==> config.mk <==
export PLATFORM = sky130hd
export DESIGN_NAME = alu_seq
export DESIGN_NICKNAME = d
export VERILOG_FILES = /design/src/rtl/alu_seq.sv
export SDC_FILE = /design/constraint.sdc
export NUM_CORES = 1
export LEC_CHECK = 0
export CAP_MARGIN = 20
export CORE_MARGIN = 2
export CORE_UTILIZATION = 25
export CTS_CLUSTER_SIZE = 30
export DETAILED_ROUTE_END_ITERATION = 7
export GPL_TIMING_DRIVEN = 0
export PLACE_DENSITY_LB_ADDON = 0.25
export SYNTH_ARGS = -nofsm -noshare
export SYNTH_HDL_FRONTEND = slang
export SYNTH_SLANG_ARGS = --single-unit
==> constraint.sdc <==
create_clock -name clk -period 3.7 [get_ports clk]
set_clock_uncertainty 0.15 [all_clocks]
set_input_delay 0.555 -clock clk [delete_from_list [all_inputs] [get_ports clk]]
set_output_delay 0.555 -clock clk [all_outputs]
set_load 0.01 [all_outputs]
==> src/rtl/alu_seq.sv <==
`default_nettype none
// ============================================================================
// Module   : alu_seq
// Purpose  : Registered one-hot-opcode ALU with valid/ready handshake, flags,
//            a chained carry and a multi-cycle shift-and-add multiply.
// Revision : 1.0 - initial release
// ============================================================================
module alu_seq #(
    parameter int WIDTH = 8,
    parameter int OPW   = 16
) (
    input  logic             clk,
    input  logic             rst_n,
    input  logic             in_valid,
    output logic             in_ready,
    input  logic [WIDTH-1:0] a,
    input  logic [WIDTH-1:0] b,
    input  logic             cin,
    input  logic [OPW-1:0]   op,
    output logic             out_valid,
    input  logic             out_ready,
    output logic [WIDTH-1:0] result,
    output logic             cout,
    output logic             zero,
    output logic             ovf,
    output logic             err
);

    localparam int             CW     = (WIDTH > 2) ? $clog2(WIDTH) : 1;
    localparam logic [CW-1:0]  C_LAST = CW'(WIDTH - 1);

    typedef enum logic [1:0] {
        S_IDLE = 2'd0,
        S_BUSY = 2'd1,
        S_DONE = 2'd2
    } state_t;

    state_t               r_state;
    logic [WIDTH-1:0]     r_result;
    logic                 r_cout;
    logic                 r_zero;
    logic                 r_ovf;
    logic                 r_err;
    logic                 r_carry;
    logic [CW-1:0]        r_cnt;
    logic [2*WIDTH-1:0]   r_acc;
    logic [2*WIDTH-1:0]   r_mcand;
    logic [WIDTH-1:0]     r_mplier;

    logic                 w_accept;
    logic                 w_legal;
    logic                 w_is_mul;
    logic                 w_upd_carry;
    logic [WIDTH:0]       w_sum;
    logic [WIDTH:0]       w_diff;
    logic [WIDTH:0]       w_adc;
    logic [WIDTH-1:0]     w_res;
    logic                 w_cout;
    logic                 w_ovf;
    logic [2*WIDTH-1:0]   w_acc_next;

    assign in_ready  = (r_state == S_IDLE) || ((r_state == S_DONE) && out_ready);
    assign out_valid = (r_state == S_DONE);
    assign w_accept  = in_valid && in_ready;

    // Legal means exactly one bit set, and that bit within the 12 defined opcodes.
    assign w_legal     = ((op >> 12) == '0) && (op != '0) && ((op & (op - 1'b1)) == '0);
    assign w_is_mul    = w_legal && op[10];
    assign w_upd_carry = w_legal && !(op[6] || op[7] || op[8] || op[9]);

    assign w_sum      = {1'b0, a} + {1'b0, b};
    assign w_diff     = {1'b0, a} - {1'b0, b};
    assign w_adc      = {1'b0, a} + {1'b0, b} + {{WIDTH{1'b0}}, r_carry};
    assign w_acc_next = r_acc + (r_mplier[0] ? r_mcand : '0);

    always_comb begin
        w_res  = '0;
        w_cout = 1'b0;
        w_ovf  = 1'b0;
        if (w_legal) begin
            if (op[0]) begin
                w_res  = w_sum[WIDTH-1:0];
                w_cout = w_sum[WIDTH];
                w_ovf  = (a[WIDTH-1] == b[WIDTH-1]) && (w_sum[WIDTH-1] != a[WIDTH-1]);
            end else if (op[1]) begin
                w_res  = w_diff[WIDTH-1:0];
                w_cout = w_diff[WIDTH];
                w_ovf  = (a[WIDTH-1] != b[WIDTH-1]) && (w_diff[WIDTH-1] != a[WIDTH-1]);
            end else if (op[2]) begin
                w_res  = {a[WIDTH-2:0], cin};
                w_cout = a[WIDTH-1];
            end else if (op[3]) begin
                w_res  = {cin, a[WIDTH-1:1]};
                w_cout = a[0];
            end else if (op[4]) begin
                w_res  = {a[WIDTH-2:0], a[WIDTH-1]};
                w_cout = a[WIDTH-1];
            end else if (op[5]) begin
                w_res  = {a[0], a[WIDTH-1:1]};
                w_cout = a[0];
            end else if (op[6]) begin
                w_res  = ~a;
            end else if (op[7]) begin
                w_res  = a & b;
            end else if (op[8]) begin
                w_res  = a | b;
            end else if (op[9]) begin
                w_res  = a ^ b;
            end else if (op[11]) begin
                w_res  = w_adc[WIDTH-1:0];
                w_cout = w_adc[WIDTH];
                w_ovf  = (a[WIDTH-1] == b[WIDTH-1]) && (w_adc[WIDTH-1] != a[WIDTH-1]);
            end
        end
    end

    always_ff @(posedge clk or negedge rst_n) begin
        if (!rst_n) begin
            r_state  <= S_IDLE;
            r_result <= '0;
            r_cout   <= 1'b0;
            r_zero   <= 1'b0;
            r_ovf    <= 1'b0;
            r_err    <= 1'b0;
            r_carry  <= 1'b0;
            r_cnt    <= '0;
            r_acc    <= '0;
            r_mcand  <= '0;
            r_mplier <= '0;
        end else begin
            case (r_state)
                S_IDLE, S_DONE: begin
                    if (w_accept) begin
                        if (w_is_mul) begin
                            r_state  <= S_BUSY;
                            r_cnt    <= '0;
                            r_acc    <= '0;
                            r_mcand  <= {{WIDTH{1'b0}}, a};
                            r_mplier <= b;
                        end else begin
                            r_state  <= S_DONE;
                            r_result <= w_res;
                            r_cout   <= w_cout;
                            r_ovf    <= w_ovf;
                            r_err    <= !w_legal;
                            r_zero   <= w_legal && (w_res == '0);
                            if (w_upd_carry) begin
                                r_carry <= w_cout;
                            end
                        end
                    end else if (r_state == S_DONE && out_ready) begin
                        r_state <= S_IDLE;
                    end
                end
                S_BUSY: begin
                    // The final partial product is folded in on the same edge that completes.
                    if (r_cnt == C_LAST) begin
                        r_state  <= S_DONE;
                        r_result <= w_acc_next[WIDTH-1:0];
                        r_cout   <= |w_acc_next[2*WIDTH-1:WIDTH];
                        r_carry  <= |w_acc_next[2*WIDTH-1:WIDTH];
                        r_zero   <= (w_acc_next[WIDTH-1:0] == '0);
                        r_ovf    <= 1'b0;
                        r_err    <= 1'b0;
                    end else begin
                        r_acc    <= w_acc_next;
                        r_mcand  <= r_mcand << 1;
                        r_mplier <= r_mplier >> 1;
                        r_cnt    <= r_cnt + 1'b1;
                    end
                end
                default: r_state <= S_IDLE;
            endcase
        end
    end

    assign result = r_result;
    assign cout   = r_cout;
    assign zero   = r_zero;
    assign ovf    = r_ovf;
    assign err    = r_err;

endmodule
`default_nettype wire

; ---- Word level (Yosys, flattened, before mapping)
; Index checks and enable logic that the tools add are counted.
[op_classes]
add_sub_neg = 6
n_mul = 0
div_mod_pow = 0
n_lt_le_gt_ge = 0
n_eq_ne = 15
n_shift = 0
muxes = 81
n_bitwise = 5
n_reduce_logical = 29
[op_table]
columns = operator, count
row1 = 8-bit 2-to-1 mux, 18
row2 = 16-bit 2-to-1 mux, 7
row3 = 16-bit case mux with 2 select lines, 2
row4 = 1-bit 2-to-1 mux, 38
row5 = 16-bit zero test, 2
row6 = 8-bit case mux with 2 select lines, 2
row7 = 16-bit adder, 1
row8 = 16-bit bitwise AND, 1
row9 = 8-bit zero test, 2
row10 = 16-bit nonzero test, 1
row11 = "16-bit by 1-bit subtractor with 16-bit output, second input constant", 1
row12 = "2-bit inequality test, second input constant", 6
row13 = 1-bit logical AND, 10
row14 = 1-bit case mux with 2 select lines, 5
row15 = 8-bit by 8-bit adder with 9-bit output, 1
row16 = 9-bit by 1-bit adder with 9-bit output, 1
row17 = 3-bit 2-to-1 mux, 3
row18 = 8-bit by 8-bit subtractor with 9-bit output, 1
row19 = 8-bit bitwise AND, 1
row20 = 2-bit 2-to-1 mux, 4
row21 = 8-bit inverter, 1
row22 = 8-bit OR, 1
row23 = 4-bit AND reduction, 2
row24 = 8-bit OR reduction, 1
row25 = other kinds (17), 24
[totals]
regBits = 58
latchBits = 0
ram_bits = 0
rom_bits = 0
inputBits = 37
output_inout_bits = 14
elab_cells = 147
memories = 0

; ---- Depth between registers and ports, before layout
; Gate-level depths: netlist of run 1.
[logic_depth]
word_depth = 19
depth_mapped = 13
ltp_nobuf = 13

; ---- Worst setup path after synthesis of run 1
; No wires, ideal clock.
[synth_path]
path_kind = reg-to-reg
from = reg r_mplier[0]
to = reg r_cout (netlist: cout)
setup_time_ps = 145
arrival_ps = 3148
required_ps = 3405
setup_slack_ps = 258
path_stages_with_launch = 13
path_buffers = 1
synth_period_minus_slack_ps = 3442
path_cell_list = dfrtp_1 -> clkbuf_1 -> and2_1 -> ha_1 -> fa_1 -> a211oi_1 -> nor2_1 -> o221a_2 -> o41ai_1 -> o21ai_0 -> xor2_1 -> o41ai_1 -> nand3_1
[synth_between]
elab_chain_cells = 5
[synth_lines]
columns = item, line
row1 = "start, declared", 48  ; logic [WIDTH-1:0] r_mplier;
row2 = "start signal, assigned", 168  ; r_mplier <= r_mplier >> 1;
row3 = 16-bit 2-to-1 mux, 74  ; assign w_acc_next = r_acc + (r_mplier[0] ? r_mcand : '0);
row4 = 16-bit adder, 74
row5 = 8-bit OR reduction, 160  ; r_cout <= |w_acc_next[2*WIDTH-1:WIDTH];
row6 = 1-bit 2-to-1 mux, 157  ; if (r_cnt == C_LAST) begin
row7 = 1-bit case mux with 2 select lines, 131  ; case (r_state)
row8 = "end signal, assigned", 143  ; r_cout <= w_cout;
row9 = "end signal, assigned", 160
row10 = "end, declared", 40  ; logic r_cout;
; No other way between the ends. The select of a mux whose other input is x is not followed.
; A chain may end at the register's enable or synchronous reset.

; ---- Worst setup path after layout of run 1
[layout_path]
from = in b[1]
to = reg r_result[6] (netlist: result[6])
[layout_between]
elab_chain_cells = 17
elab_cells_between_ends = 18
cone_classes = add/sub (3) / mux (15)
[layout_lines]
columns = item, line
row1 = "start, declared", 17  ; input logic [WIDTH-1:0] b,
row2 = 8-bit by 8-bit adder with 9-bit output, "71, 73"
row3 = 9-bit by 1-bit adder with 9-bit output, 73  ; assign w_adc = {1'b0, a} + {1'b0, b} + {{WIDTH{1'b0}}, r_carry};
row4 = 8-bit 2-to-1 mux, 109  ; end else if (op[11]) begin
row5 = 8-bit 2-to-1 mux, 107  ; end else if (op[9]) begin
row6 = 8-bit 2-to-1 mux, 105  ; end else if (op[8]) begin
row7 = 8-bit 2-to-1 mux, 103  ; end else if (op[7]) begin
row8 = 8-bit 2-to-1 mux, 101  ; end else if (op[6]) begin
row9 = 8-bit 2-to-1 mux, 98  ; end else if (op[5]) begin
row10 = 8-bit 2-to-1 mux, 95  ; end else if (op[4]) begin
row11 = 8-bit 2-to-1 mux, 92  ; end else if (op[3]) begin
row12 = 8-bit 2-to-1 mux, 89  ; end else if (op[2]) begin
row13 = 8-bit 2-to-1 mux, 85  ; end else if (op[1]) begin
row14 = 8-bit 2-to-1 mux (*), 81  ; if (op[0]) begin
row15 = 8-bit 2-to-1 mux (*), 80  ; if (w_legal) begin
row16 = 8-bit 2-to-1 mux (*), 134  ; if (w_is_mul) begin
row17 = 8-bit 2-to-1 mux (*), 133  ; if (w_accept) begin
row18 = 8-bit case mux with 2 select lines (*), 131
row19 = "end signal, assigned", 142  ; r_result <= w_res;
row20 = "end signal, assigned", 159  ; r_result <= w_acc_next[WIDTH-1:0];
row21 = "end, declared", 39  ; logic [WIDTH-1:0] r_result;
; Every way passes the cells marked *; elsewhere a longest branch is shown, timed or not. The select of a mux whose other input is x is not followed.

==> flow_summary.yaml, run 1 <==
drt:
  highest_layer: "met4"
  first_iter_violations: 364
  wl_met2_um: 8760
  wl_um: 19100
  drtPass1Iterations: 5
  drc_errors: 0
  avgRoutedWirePerCell_um: 18.4
  wl_met1_um: 8730
  viasPerCell: 5.25
  dr_wl_met3_um: 1190
  ant_nets: 0
  vias: 5435
power_and_ir_drop:
  power_frac_seq_pct: 33.7
  power.internal_mw: 1.33
  irDropWorstVdd_mv: 0.157
  clockPowerShare_pct: 42.7
  p_sw_share_pct: 30.0
  combPwrFrac_pct: 23.6
  power-per-cell-area_nw_per_um2: 277
  switching_power_mw: 0.570
  p_leak_nw: 2.93
synth:
  yosys_warnings: 0
  synth-seq-cells: 58
  synthCells: 687
  syn_area_per_cell_um2: 8.01
  yosys.area.top_type: "dfrtp_1"
  ys.flop_type: "dfrtp_1"
  synth.area.top_cells: "dfrtp_1, ha_1, o21ai_0"
  synth_area_um2: 5500
  synth.distinct_cells: 70
  synth_top_area_share_pct: 26.4
  synth-async-reset-ratio_pct: 100
  synth_edf_count: 0
  syn-num-nets: 770
  synth-seq-area-share_pct: 26.4
timing:
  fmaxAchievable_mhz: 280
  max_slew_margin_pct: 54.8
  period_share_pct: 96.4
  fin_ws_ns: 0.132
  worstMarginPinSlew_ns: 0.678
  setup_viol: 0
  fin_crit_ns: 3.57
  slew_violations: 0
  finalHoldViolCount: 0
outcome:
  status: "complete, no violations"
job:
  max_cap_viol_count: 0
setup_path:
  max_stage_delay_ns: 0.54
  r2r_start: "r_mplier[0]"
  cp-start-kind: "primary input"
  worstPathCellList: "clkdlybuf4s50_1 > inv_2 > fa_1 > xor2_1 > a2111oi_4 > nor2_2 > nor3_2 > o21ai_0 > and4b_2 > a21bo_2 > mux2_2"
  crit_slowest_cell: "clkdlybuf4s50_1"
  arrival_ns: 3.63
  cp.required_ns: 3.76
  cp-end-kind: "flop"
  worstPathMaxFanout: 5
  cp-startpoint: "b[1]"
  crit_type: "in -> reg"
clock_tree:
  clockBufferDepth: 2
  clock_latency_ns: 0.33
  cts.sinks: 58
  cts_buffers: 9
  htreeDepth: 3
  path_clk_slew_ns: 0.06
  clock-root-buffer: "clkbuf_16"
  tritoncts: "built"
  ctsHoldBuffers: 0
finish:
  mostFrequentLayoutCells: "nand2_1, dfrtp_1, a21oi_1, o21ai_0, nor2_1"
  syn_to_final_growth_pct: 24.6
  nets: 834
  final_common_cell: "nand2_1"
  layout-drive-gt1-share_pct: 10.7
  fin_area_um2: 6860
  num_antenna_cells: 0
floorplanning:
  start_util_pct: 25.4
  die_area_um2: 23200
  fp-row-count: 54
  boundaryPins: 51
  core_um2: 21700
  die_w_um: 152
  dieHeight_um: 152
placed_design:
  dpl_cell_area_um2: 6330
  io_buffers: 46
  hpwl_um: 14700
  place.gp.congestion: 0.924
  pre_cts_ws_ns: -1.20
grt:
  antenna_found_initial: 0
  grt_usage_pct: 16.4
  grt-ovfl-total: 0
  grt_max_degree: 39
  grt_first_pass_wirelength_um: 30500
  grt_pass1_vias: 5490
worst_hold_path:
  hold_path_class: "in -> async"
[cells in the mapped netlist, types with 4 or more instances]
cell       number
nor3_1         10
ha_1           43
nand4_1         4
a221o_1         7
dfrtp_1        58
nor4_1          7
a221oi_1        7
xnor2_1        19
or2_2           8
a2111oi_0       7
and2_1         19
or3_1           7
o31ai_1         8
nand2_1        68
xor2_1         11
a22o_1         14
o21ai_0        57
a21boi_0        5
nor2b_1        12
o21a_1          8
nand2b_1       10
a211o_1         5
a21o_1         14
mux2_2          4
a211oi_1       11
o211ai_1        6
nand3_1        14
clkbuf_1       30
a22oi_1         4
inv_1          32
buf_2           6
mux2i_1         4
and3_1          5
a21oi_1        56
nor2_1         44
[registers in the layout (all words and copies together), names as in the netlist]
signal / count
r_acc: 16
r_mcand: 16
r_mplier: 8
result: 8
r_cnt: 3
r_state: 2
cout: 1
err: 1
ovf: 1
r_carry: 1
zero: 1
[power groups by stage]
stage | clock network [mW] | registers, mW | logic [mW]
2_1_floorplan | 0 | 0.651 | 0.248
4_1_cts | 0.828 | 0.640 | 0.435
5_1_grt | 0.859 | 0.640 | 0.489
3_3_place_gp | 0 | 0.651 | 0.409
6_report | 0.810 | 0.640 | 0.448
3_5_place_dp | 0 | 0.651 | 0.410
[cell type report]
class / count / area (µm²)
Clock inverter: 6 / 57.6
Fill cell: 2338 / 14800
Tap cell: 280 / 350
Clock buffer: 10 / 229
Sequential cell: 58 / 1450
Inverter: 34 / 128
Timing Repair Buffer: 57 / 547
Buffer: 37 / 180
Multi-Input combinational cell: 554 / 3920
[kinds of logic (layout without fill, tap and decap cells)]
logic type                 Yosys count  count (layout)  synth area share [%]
AOI/OAI and AO/OA                  250             250                  30.9
and+or+nand+nor                    217             217                  19.4
buffers and inverters               75             144                  5.59
DFF                                 58              58                  26.4
adders and majority gates           47              47                  11.0
xor gates and xnor gates            30              30                  4.77
muxes                               10              10                  1.95
[per-stage QoR]
step / TNS [ns] / util (%) / power [mW] / hold slack (ns) / instances
2_1_floorplan: 0 / - / 0.899 / 0.109 / 687
3_3_place_gp: -21.59 / 29.1 / 1.06 / 0.314 / 1013
3_5_place_dp: -17.28 / 29.2 / 1.06 / 0.322 / 1014
4_1_cts: 0 / 31.2 / 1.90 / 0.0558 / 1035
5_1_grt: -0.000514 / 31.6 / 1.99 / 0.0790 / 1036
6_report: 0 / 31.6 / 1.90 / 0.0387 / 1036
[timing repair]
item	4_1_cts	5_1_grt
setup endpoints to repair	11	39
buffers inserted	6	4
hold endpoints to repair	0	0
pin swaps	6	3
resized for setup	30	26
[critical path: cells and delay by family]
family / cells / cell delay (ns)
adders and majority gates: 1 / 0.52
and+or+nand+nor: 3 / 0.66
AOI/OAI and AO/OA: 3 / 0.74
muxes: 1 / 0.25
buffers and inverters: 2 / 0.64
xor gates and xnor gates: 1 / 0.26
[metal layers]
metal,track usage [%],vias to the layer above
met2,26.6,162
met5,0,-
met1,21.6,2597
met4,5.52,0
li1,-,2648
met3,3.73,28
[worst paths after layout]
| check | endpoint | slack (ns) | cells past startpoint |
|---|---|---|---|
| max reg2reg | r_carry | 0.18 | 12 |
| max in group asynchronous | r_carry | 2.77 | 2 |
| max | result[6] | 0.13 | 11 |
| min in group clk | r_mplier[1] | 0.33 | 2 |
| min reg2reg | r_mplier[1] | 0.33 | 2 |
| min | r_acc[13] | 0.04 | 1 |
(Power assumes the default switching activity.)
==> run 2: changes to the inputs <==
Settings changed: PLACE_DENSITY_LB_ADDON 0.25 to 0.08.
==> run 2 against run 1 <==
Effect of this change: combinational power barely moved; sequential power is essentially flat; clock-buffer cell count unchanged; global-route usage rose by 1.2 points; first-iteration DRC count fell by 33%; design area grew 0.46%; sequential cell count unchanged; wire length up 7.4%; hold slack better by 0.091 ns; sequential share of layout area fell by 0.096 points; non-clock buffer count is 2 lower; critical endpoint is now zero.
==> flow_summary.yaml, run 2 (synthesis results as in run 1) <==
outcome:
  status: "complete, no violations"
timing:
  period_share_pct: 96.5
  max_slew_margin_pct: 48.2
  slew_violations: 0
  fin_ws_ns: 0.130
  fmaxAchievable_mhz: 280
  rsz0062_at_grt: "no"
  setup_tns_ns: 0
  setup_viol: 0
  finalHoldViolCount: 0
  worstMarginPinSlew_ns: 0.778
  fin_crit_ns: 3.57
setup_path:
  worstPathMaxFanout: 5
  cp_num_buf_inv: 3
  crit_type: "in -> reg"
  cpLargestDelayFamily: "compound AO/OA/AOI/OAI gates"
  max_stage_delay_ns: 0.49
  r2r_start: "r_mcand[0]"
  cp-start-kind: "primary input"
  worstPathCellList: "clkdlybuf4s50_1 > inv_1 > fa_1 > inv_1 > ha_2 > nand2_1 > a2111oi_4 > nor2_2 > o31a_1 > o32ai_1 > and4b_2 > nor4_2 > a21bo_1"
  crit_slowest_cell: "fa_1"
  worstRegToRegCells: 12
  cp.required_ns: 3.78
  worst-path-stages: 13
  cp-end-kind: "flop"
  cpMostUsedCell: "inv_1"
  arrival_ns: 3.65
  cp-startpoint: "b[1]"
power_and_ir_drop:
  power.internal_mw: 1.42
  combPwrFrac_pct: 22.2
  power_frac_seq_pct: 31.7
  power-per-cell-area_nw_per_um2: 293
  clockPowerShare_pct: 46.1
  p_leak_nw: 2.93
  p_sw_share_pct: 29.7
  switching_power_mw: 0.599
  irDropWorstVdd_mv: 0.212
clock_tree:
  path_clk_slew_ns: 0.06
  clockBufferDepth: 2
  clock_latency_ns: 0.34
  cts_buffers: 9
  htreeDepth: 3
  cts.sinks: 58
  clock-root-buffer: "clkbuf_16"
  tritoncts: "built"
drt:
  viasPerCell: 5.29
  wl_um: 20500
  vias: 5470
  ant_nets: 0
  drtPass1Iterations: 4
  first_iter_violations: 244
  avgRoutedWirePerCell_um: 19.8
  drc_errors: 0
grt:
  grt_first_pass_wirelength_um: 32200
  grt_max_degree: 59
  antenna_found_initial: 0
  grt-ovfl-total: 0
  grt_pass1_vias: 5562
  grt_usage_pct: 17.6
finish:
  final_common_cell: "nand2_1"
  layout-drive-gt1-share_pct: 10.5
  syn_to_final_growth_pct: 25.2
  reg.largest.list: "r_acc: 16 flops, r_mcand: 16 flops"
  nets: 832
  mostFrequentLayoutCells: "nand2_1, dfrtp_1, a21oi_1, o21ai_0, nor2_1"
  num_antenna_cells: 0
placed_design:
  place.gp.congestion: 0.900
  io_buffers: 46
  hpwl_um: 16200
  pre_cts_ws_ns: -1.01
floorplanning:
  die_w_um: 152
  dieHeight_um: 152
  boundaryPins: 51
  start_util_pct: 25.4
  fp-row-count: 54
  die_area_um2: 23200
  core_um2: 21700
worst_hold_path:
  hold_path_class: "in -> async"
job:
  max_cap_viol_count: 0
-- run 2: final cells by class --
type | count | area, µm²
buffer | 38 | 185
clock buffer | 10 | 239
fill | 2300 | 14800
timing repair buffer | 54 | 507
inverter | 34 | 128
clock inverter | 6 | 88.8
multi-input combinational | 554 | 3940
tap | 280 | 350
sequential | 58 | 1450
-- run 2: final timing paths --
check	end	slack [ns]
hold / removal	r_acc[8]	0.13
setup / recovery	zero	0.13
max in group asynchronous	r_mplier[0]	2.69
hold reg to reg	r_mplier[4]	0.33
min in group clk	r_mplier[4]	0.33
setup reg to reg	r_carry	0.18
-- run 2: metal layers --
metal / vias up / track usage (%) / part of all wire, %
met5: - / 0 / 0
met4: 0 / 6.32 / 2.4
met3: 28 / 2.10 / 3.2
met2: 122 / 28.0 / 45
met1: 2673 / 24.6 / 49
li1: 2647 / - / -
-- run 2: power groups by stage --
stage / clock (mW) / sequential, mW / combinational (mW)
CTS: 0.948 / 0.640 / 0.431
global placement: 0 / 0.651 / 0.413
detailed placement: 0 / 0.651 / 0.414
finish: 0.929 / 0.640 / 0.448
global route: 0.978 / 0.640 / 0.488
floorplan: 0 / 0.651 / 0.248
-- run 2: what timing repair did --
action	CTS	global route
endpoints found under the hold margin	0	0
buffers inserted	5	2
endpoints found under the setup margin	41	40
gates resized for setup	33	28
pin swaps	3	5
hold buffers	0	0
-- run 2: metrics by stage --
stage	hold slack, ns	area, µm²	instances	utilization, %	total power, mW
2_1_floorplan	0.109	5500	687	-	0.899
5_1_grt	0.211	6890	1034	31.8	2.10
4_1_cts	0.176	6790	1034	31.3	2.02
6_report	0.130	6890	1034	31.8	2.02
3_5_place_dp	0.322	6320	1014	29.1	1.06
3_3_place_gp	0.309	6310	1013	29.1	1.06
==> patch, RTL diff (config.mk and constraints of run 1) <==
Encoding of `state_t`: now one-hot (3 bits for 3 states).
--- a/src/rtl/alu_seq.sv
+++ b/src/rtl/alu_seq.sv
@@ -30,8 +30,8 @@
     localparam logic [CW-1:0]  C_LAST = CW'(WIDTH - 1);
 
-    typedef enum logic [1:0] {
-        S_IDLE = 2'd0,
-        S_BUSY = 2'd1,
-        S_DONE = 2'd2
+    typedef enum logic [2:0] {
+        S_IDLE = 3'b001,
+        S_BUSY = 3'b010,
+        S_DONE = 3'b100
     } state_t;
 
Behaviour: same outputs for any inputs over 4 cycles, from zero or initial values and one cycle with rst_n low; so few cycles prove little.
==> patch against run 1 <==
- the run now ends with negative setup slack left
- area after synthesis up 2.4%
- sequential cell count up 1
- combinational power rose by 87%
- wire length up 7.2%
- worst setup slack worse by 0.20 ns
- total power up 35%
- first-iteration DRC count increased by 24%
- die area grew 2.3%
- design area up 4.8%
- count of clock-buffer cells in the layout increased by 3
- critical path type is now reg2reg
- critical endpoint is now cout
==> patch: results (changes against run 1) <==
[sta] tightest slew margin relative to the limit 46.31% [-8.5 points]
[synthesis] Avg Synthesized Cell Area 7.711 sq um [-3.8%]
[setup_path] peak per-stage delay on the critical path 0.52 ns [-0.02 ns]
[route] average via count per standard cell 5.332 [+1.6%]
[placed_design] final weighted congestion in routability-driven placement 0.9372 [+1.4%]
[sta] WHS 0.1529 ns [+0.1142 ns]
[placed_design] setup slack at placement -1.003 ns [+0.1946 ns]
[synthesis] cell types with the highest counts after synthesis 85 x sky130_fd_sc_hd__a21oi_1, 78 x sky130_fd_sc_hd__nand2_1, 72 x sky130_fd_sc_hd__nor2_1, 58 x sky130_fd_sc_hd__dfrtp_1, 43 x sky130_fd_sc_hd__ha_1
[layout] fraction of standard cell area in multi-input logic 57.47% [+0.39 points]
[layout] number of sequential cells 59 [+1.7%]
[synthesis] syn nets 814 [+5.7%]
[layout] fraction of layout instances using a drive strength above 1 13.15% [+2.4 points]
[sta] setup slack after layout -0.06530 ns [-0.1975 ns]
[placed_design] number of cells after detailed placement 1057 [+4.2%]
[setup_path] Critical Path Slowest Stage Cell sky130_fd_sc_hd__or4_4
[layout] filler cell count 2299 [-1.7%]
[synthesis] top cells by area, synth sky130_fd_sc_hd__dfrtp_1 26%, sky130_fd_sc_hd__ha_1 9.5%, sky130_fd_sc_hd__a21oi_1 7.5%
[synthesis] cell count after synthesis 731 [+6.4%]
[layout] layout clock buffer count 13 [+3]
[sta] count of final setup violators 2 [+2]
[run_status] violations in the final reports negative setup slack
[synthesis] Synth cell types 76 [+8.6%]
[setup_path] crit path max fanout 4 [-1]
[placed_design] placed wire-length estimate 15.35 mm [+4.1%]
[route] final wirelength 20.47 mm [+7.2%]
[layout] area share of buffers outside the clock network 10.44% [-0.16 points]
[setup_path] R2R depth 13 [+1]
[setup_path] R2R setup slack -0.07 ns [-0.25 ns]
[setup_path] Critical Path AT 3.80 ns [+0.17 ns]
[run_status] run status finished with violations
[global_route] maximum number of pins on one net before global-route repair 60 [+54%]
[layout] Non-CTS buffers 101 [+7.4%]
[layout] comb_multi_in 593 [+7.0%]
[global_route] GRT Util Overall 17.18% [+0.76 points]
[route] DRC marker count from the first detailed-route iteration 451 [+24%]
[setup_path] critical path startpoint r_mplier[0]
[placed_design] Post-Place Cell Area 6445 sq um [+1.8%]
[layout] register share of the cell area 20.57% [-0.61 points]
patch: cell count changes after synthesis, moves of 7 or more:
cell / delta
sky130_fd_sc_hd__a21oi_1: +29
sky130_fd_sc_hd__nor2_1: +28
sky130_fd_sc_hd__o21ai_0: -17
sky130_fd_sc_hd__o22ai_1: +13
sky130_fd_sc_hd__a22o_1: -12
sky130_fd_sc_hd__nand2_1: +10
sky130_fd_sc_hd__nand3_1: -7
patch: cells by family after synthesis:
family                   after synthesis  synth area share (%)
flip-flops                            59                 26.22
AND/OR/NAND/NOR                      259                 22.46
XOR/XNOR                              26                 4.284
multiplexers                           6                 1.221
adder cells (fa/ha/maj)               47                 10.81
AO/OA/AOI/OAI                        255                 29.48
buffers and inverters                 79                 5.527
patch: power by group through the flow:
stage | clock network [mW] | registers (mW) | logic [mW]
finish | 0.952 | 0.777 | 0.839
detailed placement | 0 | 0.790 | 0.781
global route | 0.992 | 0.787 | 0.910
global placement | 0 | 0.789 | 0.784
floorplan | 0 | 0.803 | 0.430
CTS | 0.962 | 0.778 | 0.803
patch: how the worst min path moves through the flow:
| stage | endpoint |
|---|---|
| 2_1_floorplan | cout |
| 3_3_place_gp | r_cnt[0] |
| 3_5_place_dp | result[6] |
| 4_1_cts | r_carry |
| 5_1_grt | r_acc[7] |
| 6_report | r_acc[7] |
patch: metal layers:
metal / wire [microns] / share of wire (%) / up-vias / track usage [%]
met3: 1101 / 5.4 / 36 / 2.734
met2: 9205 / 45 / 176 / 27.48
li1: - / - / 2817 / -
met4: 435 / 2.1 / 0 / 4.539
met5: 0 / 0 / - / 0
met1: 9727 / 48 / 2762 / 24.06
patch: repair_timing:
action | 4_1_cts | 5_1_grt
setup buffers | 10 | 4
resized for setup | 44 | 40
endpoints found under the setup margin | 11 | 24
pin swaps | 13 | 13
